--- config.mk ---
export PLATFORM = sky130hd
export DESIGN_NAME = pipe_stage_reg
export DESIGN_NICKNAME = d
export VERILOG_FILES = /design/src/rtl/pipe_stage_reg.sv
export SDC_FILE = /design/constraint.sdc
export NUM_CORES = 1
export LEC_CHECK = 0
export BUFFER_PORTS_ARGS = -buffer_cell sky130_fd_sc_hd__buf_4
export CAP_MARGIN = 15
export CORE_MARGIN = 2
export CORE_UTILIZATION = 35
export CTS_BUF_LIST = sky130_fd_sc_hd__clkbuf_4
export DETAILED_ROUTE_END_ITERATION = 6
export PLACE_DENSITY_LB_ADDON = 0.1
export RECOVER_POWER = 50
export SLEW_MARGIN = 20
export SYNTH_ARGS = -nofsm -noshare
export SYNTH_HDL_FRONTEND = slang
export SYNTH_SLANG_ARGS = --single-unit
--- constraint.sdc ---
create_clock -name clk -period 1.78 [get_ports clk]
set_input_delay 0 -clock clk [delete_from_list [all_inputs] [get_ports clk]]
set_output_delay 0 -clock clk [all_outputs]
set_load 0.01 [all_outputs]
--- src/rtl/pipe_stage_reg.sv ---
// pipe_stage_reg: generic valid/ready pipeline-stage register with stall,
// flush and bubble insertion, plus a saturating empty-slot counter.
// Optional build macro PIPE_STAGE_SKID_EN adds a second (skid) entry so that
// in_ready becomes a register with no combinational path from out_ready.
module pipe_stage_reg #(
    parameter int                DATA_W     = 32,
    parameter logic [DATA_W-1:0] NOP_VAL    = {DATA_W{1'b0}},
    parameter bit                BUBBLE_CLR = 1'b1
) (
    input  logic              clk,
    input  logic              rst,
    input  logic              in_valid,
    output logic              in_ready,
    input  logic [DATA_W-1:0] in_data,
    input  logic              stall,
    input  logic              flush,
    output logic              out_valid,
    input  logic              out_ready,
    output logic [DATA_W-1:0] out_data,
    output logic [15:0]       bubble_cnt
);

    // Main entry: this is what the downstream stage sees.
    logic              out_valid_q, out_valid_d;
    logic [DATA_W-1:0] out_data_q,  out_data_d;
    logic [15:0]       bubble_cnt_q, bubble_cnt_d;

    logic up_xfer;
    logic down_xfer;

    // Stall freezes the stage, so out_ready is ignored and nothing drains.
    assign down_xfer = out_valid_q & out_ready & ~stall;
    assign up_xfer   = in_valid & in_ready;

    assign out_valid  = out_valid_q;
    assign out_data   = out_data_q;
    assign bubble_cnt = bubble_cnt_q;

`ifdef PIPE_STAGE_SKID_EN
    logic              skid_valid_q, skid_valid_d;
    logic [DATA_W-1:0] skid_data_q,  skid_data_d;
    logic              in_ready_q,   in_ready_d;

    // Registered readiness; stall/flush still gate it so nothing is taken
    // while frozen or discarding. Reset value 0 keeps in_ready low in reset.
    assign in_ready = in_ready_q & ~stall & ~flush;

    // Next-state for main and skid entries; main always emits first.
    always_comb begin
        out_valid_d  = out_valid_q;
        out_data_d   = out_data_q;
        skid_valid_d = skid_valid_q;
        skid_data_d  = skid_data_q;
        if (flush) begin
            out_valid_d  = 1'b0;
            out_data_d   = NOP_VAL;
            skid_valid_d = 1'b0;
        end else if (down_xfer) begin
            if (skid_valid_q) begin
                // in_ready was low, so no upstream transfer can coincide.
                out_valid_d  = 1'b1;
                out_data_d   = skid_data_q;
                skid_valid_d = 1'b0;
            end else if (up_xfer) begin
                out_valid_d = 1'b1;
                out_data_d  = in_data;
            end else begin
                out_valid_d = 1'b0;
                if (BUBBLE_CLR) begin
                    out_data_d = NOP_VAL;
                end
            end
        end else if (up_xfer) begin
            if (out_valid_q) begin
                skid_valid_d = 1'b1;
                skid_data_d  = in_data;
            end else begin
                out_valid_d = 1'b1;
                out_data_d  = in_data;
            end
        end
        in_ready_d = ~skid_valid_d;
    end

    // Skid entry and registered ready.
    always_ff @(posedge clk or posedge rst) begin
        if (rst) begin
            skid_valid_q <= 1'b0;
            skid_data_q  <= NOP_VAL;
            in_ready_q   <= 1'b0;
        end else begin
            skid_valid_q <= skid_valid_d;
            skid_data_q  <= skid_data_d;
            in_ready_q   <= in_ready_d;
        end
    end
`else
    // Single entry: a slot frees up in the same cycle the downstream takes it.
    assign in_ready = ~rst & ~stall & ~flush & (~out_valid_q | out_ready);

    // Next-state for the single entry: flush, then capture, then drain.
    always_comb begin
        out_valid_d = out_valid_q;
        out_data_d  = out_data_q;
        if (flush) begin
            out_valid_d = 1'b0;
            out_data_d  = NOP_VAL;
        end else if (up_xfer) begin
            out_valid_d = 1'b1;
            out_data_d  = in_data;
        end else if (down_xfer) begin
            out_valid_d = 1'b0;
            if (BUBBLE_CLR) begin
                out_data_d = NOP_VAL;
            end
        end
    end
`endif

    // Count empty, unstalled cycles; stick at all-ones rather than wrap.
    always_comb begin
        bubble_cnt_d = bubble_cnt_q;
        if (~out_valid_q & ~stall & (bubble_cnt_q != 16'hFFFF)) begin
            bubble_cnt_d = bubble_cnt_q + 16'd1;
        end
    end

    // Main entry and bubble counter registers.
    always_ff @(posedge clk or posedge rst) begin
        if (rst) begin
            out_valid_q  <= 1'b0;
            out_data_q   <= NOP_VAL;
            bubble_cnt_q <= 16'd0;
        end else begin
            out_valid_q  <= out_valid_d;
            out_data_q   <= out_data_d;
            bubble_cnt_q <= bubble_cnt_d;
        end
    end

endmodule

==> results.ini <==
[floorplanning]
rows = 27
start_util = 0.367
die_h_um = 80.2
die_x_um = 80.2
die-area_mm2 = 0.00643
ioPinCount = 88
core_mm2 = 0.00554

[critical_path]
worst_path_largest_cell_delay_ps = 480
critPathSlowestCell = o41ai_4
worst-setup-path-type = reg2reg
crit_chain = nand4_4 -> o41ai_4 -> buf_4 -> nor4_2 -> xor2_1
worstPathArrival_ps = 1910
critPathCaptureType = flip-flop
worstPathRequired_ps = 2030
startpoint_type = flip-flop
cp_max_fo = 8

[synth]
synth.net_count = 188
syn_inst = 149
netlist.top_cell.by_area = dfrtp_1
ys_top_cells_by_area = dfrtp_1, a22o_1, xor2_1, xnor2_1, buf_6
yosysUniqueCellTypes = 29
postSynthAreaPerCell_um2 = 13.6
ys_warn_count = 0
seq_area_frac_synth = 0.603
synth-seq-cells = 49
yosysTopAreaCellShare = 0.603
synth_area_mm2 = 0.00203

[global_route]
grt_pass1_wl_um = 8780
grt-ovfl-total = 0
grt_util_all_layers = 0.176
grt_max_degree = 34
grt_pass1_vias = 1804
antenna_found_initial = 0

[finish]
area.growth.synth_to_final_pct = 59.0
nFillCells = 491
drive_above_1_share = 0.351
diodes = 0
multiInputGateArea_um2 = 762
nets = 329
seq_area_mm2 = 0.00123

[detailed_routing]
top_layer = met4
first_pass_iters = 4
wirelength_um = 5400
vias = 1742
drtAntennaViolNets = 0
vias_per_cell = 4.80
route.detailed.drc = 0
wl_met2_um = 2550
wl_per_cell_um = 14.9
wl_met3_um = 285
met1Wirelength_um = 2550
drtIter0Drc = 70

[timing]
fmax_mhz = 604
worstMarginPinSlew_ps = 749
rsz0062_at_grt = no
setup_viol = 0
fin_crit_ps = 1650
finalMaxSlewViolations = 0
finalSetupTns_ps = 0
hold_viol_final = 0
relSlewSlack = 0.500
finalCritPeriodShare = 0.930
skew_ps = 12.5

[clock_tree]
root_buffer = clkbuf_4
cts_buffers = 5
cts_num_sinks = 49
clockBufferDepth = 2
h-tree-depth = 2
cts_tree = yes
clkTransAtPathRegs_ps = 150
clkLatencyLatePin_ps = 380

[power_and_ir_drop]
power.density_mw_per_mm2 = 794
ir_drop_mv = 0.625
design_power_total_uw = 2570
p_leak_uw = 0.00158

[worst_hold_path]
min_path_type = in2reg

[placement]
io_buffers = 87
globalplace.congestion = 0.809
dpl.hpwl_um = 3620

[outcome]
outcome = completed

[job]
drv_cap = 0

## final timing paths
path                                       startpoint                         end  slack, ps  depth (start not counted)
hold / removal                                  stall   bubble_cnt[8]$_DFFE_PP0P_         20                          4
hold reg to reg            bubble_cnt[15]$_DFFE_PP0P_  bubble_cnt[15]$_DFFE_PP0P_        510                          1
setup / recovery            bubble_cnt[5]$_DFFE_PP0P_  bubble_cnt[14]$_DFFE_PP0P_        130                          5
setup reg to reg            bubble_cnt[5]$_DFFE_PP0P_  bubble_cnt[14]$_DFFE_PP0P_        130                          5
min in group asynchronous                         rst    out_data[21]$_DFFE_PP0P_        310                          3
max in group asynchronous                         rst    out_data[13]$_DFFE_PP0P_        490                          4
## cells by family after synthesis
logic type      synth area share
simple gates               0.107
buf+inv                   0.0388
fa+ha+maj                0.00616
flops                      0.603
xor+xnor                  0.0647
compound gates             0.175
mux                      0.00554
## registers in the layout (all words and copies together), names as in the netlist
register,flops
out_valid,1
bubble_cnt,16
out_data,32
## cell type report
| cell class | count | area share |
|---|---|---|
| Inverter | 5 | 0.00581 |
| Clock buffer | 5 | 0.0116 |
| Timing Repair Buffer | 141 | 0.330 |
| Sequential cell | 49 | 0.380 |
| Tap cell | 72 | 0.0279 |
| Clock inverter | 3 | 0.00891 |
| Multi-Input combinational cell | 88 | 0.236 |
## worst max-delay path: cells and delay by family (launching register included)
kind | cells | cell delay [ps]
compound gates | 1 | 480
xor+xnor | 1 | 140
buf+inv | 1 | 200
flops | 1 | 470
simple gates | 2 | 250
## placed cells by master, fill, tap and decap left out, types with 2 or more instances in the layout
| cell type | count |
|---|---|
| buf_4 | 79 |
| dfrtp_1 | 48 |
| dlygate4sd3_1 | 33 |
| a22o_1 | 32 |
| clkbuf_1 | 26 |
| xor2_1 | 8 |
| xnor2_1 | 7 |
| nor3_1 | 7 |
| inv_1 | 5 |
| nand2_1 | 5 |
| clkbuf_4 | 5 |
| nor2_1 | 3 |
| nand4_1 | 3 |
| nor4_1 | 3 |
| nor4_2 | 2 |
| buf_12 | 2 |
## cells in the mapped netlist (all sizes together)
library cell,n
dfrtp,49
a22o,32
xor2,8
buf,7
nor3,7
xnor2,7
inv,5
nand2,5
nand4,5
nor4,5
nor2,4
nand3,2
a21o,1
a311oi,1
and2b,1
ha,1
mux2,1
nand3b,1
nor4b,1
nor4bb,1
o2111ai,1
o21ai,1
o41ai,1
or3,1
or4,1
## power breakdown
part / internal [uW] / leakage [uW] / total (uW) / switching (uW)
Sequential: 1220 / 0.000658 / 1320 / 109
Clock: 172 / 0.0000377 / 560 / 387
Combinational: 381 / 0.000886 / 683 / 302
Total: 1770 / 0.00158 / 2570 / 798
## metal layers
| metal | vias to the layer above | track usage |
|---|---|---|
| li1 | 841 | - |
| met1 | 849 | 0.236 |
| met2 | 50 | 0.290 |
| met3 | 2 | 0.0416 |
| met4 | 0 | 0.0407 |
| met5 | - | 0 |
## per-stage QoR
stage	instances	setup WS [ps]	instance area, um^2	utilization	hold slack [ps]
floorplan	149	75.2	2030	-	50.4
CTS	362	7.89	3290	0.594	0.128
global placement	321	44.6	2890	0.522	43.2
global route	363	7.73	3230	0.583	18.6
finish	363	125	3230	0.583	19.0
detailed placement	321	48.5	2890	0.522	43.9
## timing repair
| item | CTS | global route |
|---|---|---|
| hold buffers | 33 | 0 |
| hold endpoints to repair | 56 | 0 |
| setup buffers | 0 | 1 |
| gates resized for setup | 0 | 5 |
| endpoints found under the setup margin | 0 | 30 |
No activity file was read; power rests on OpenSTA's default activity.
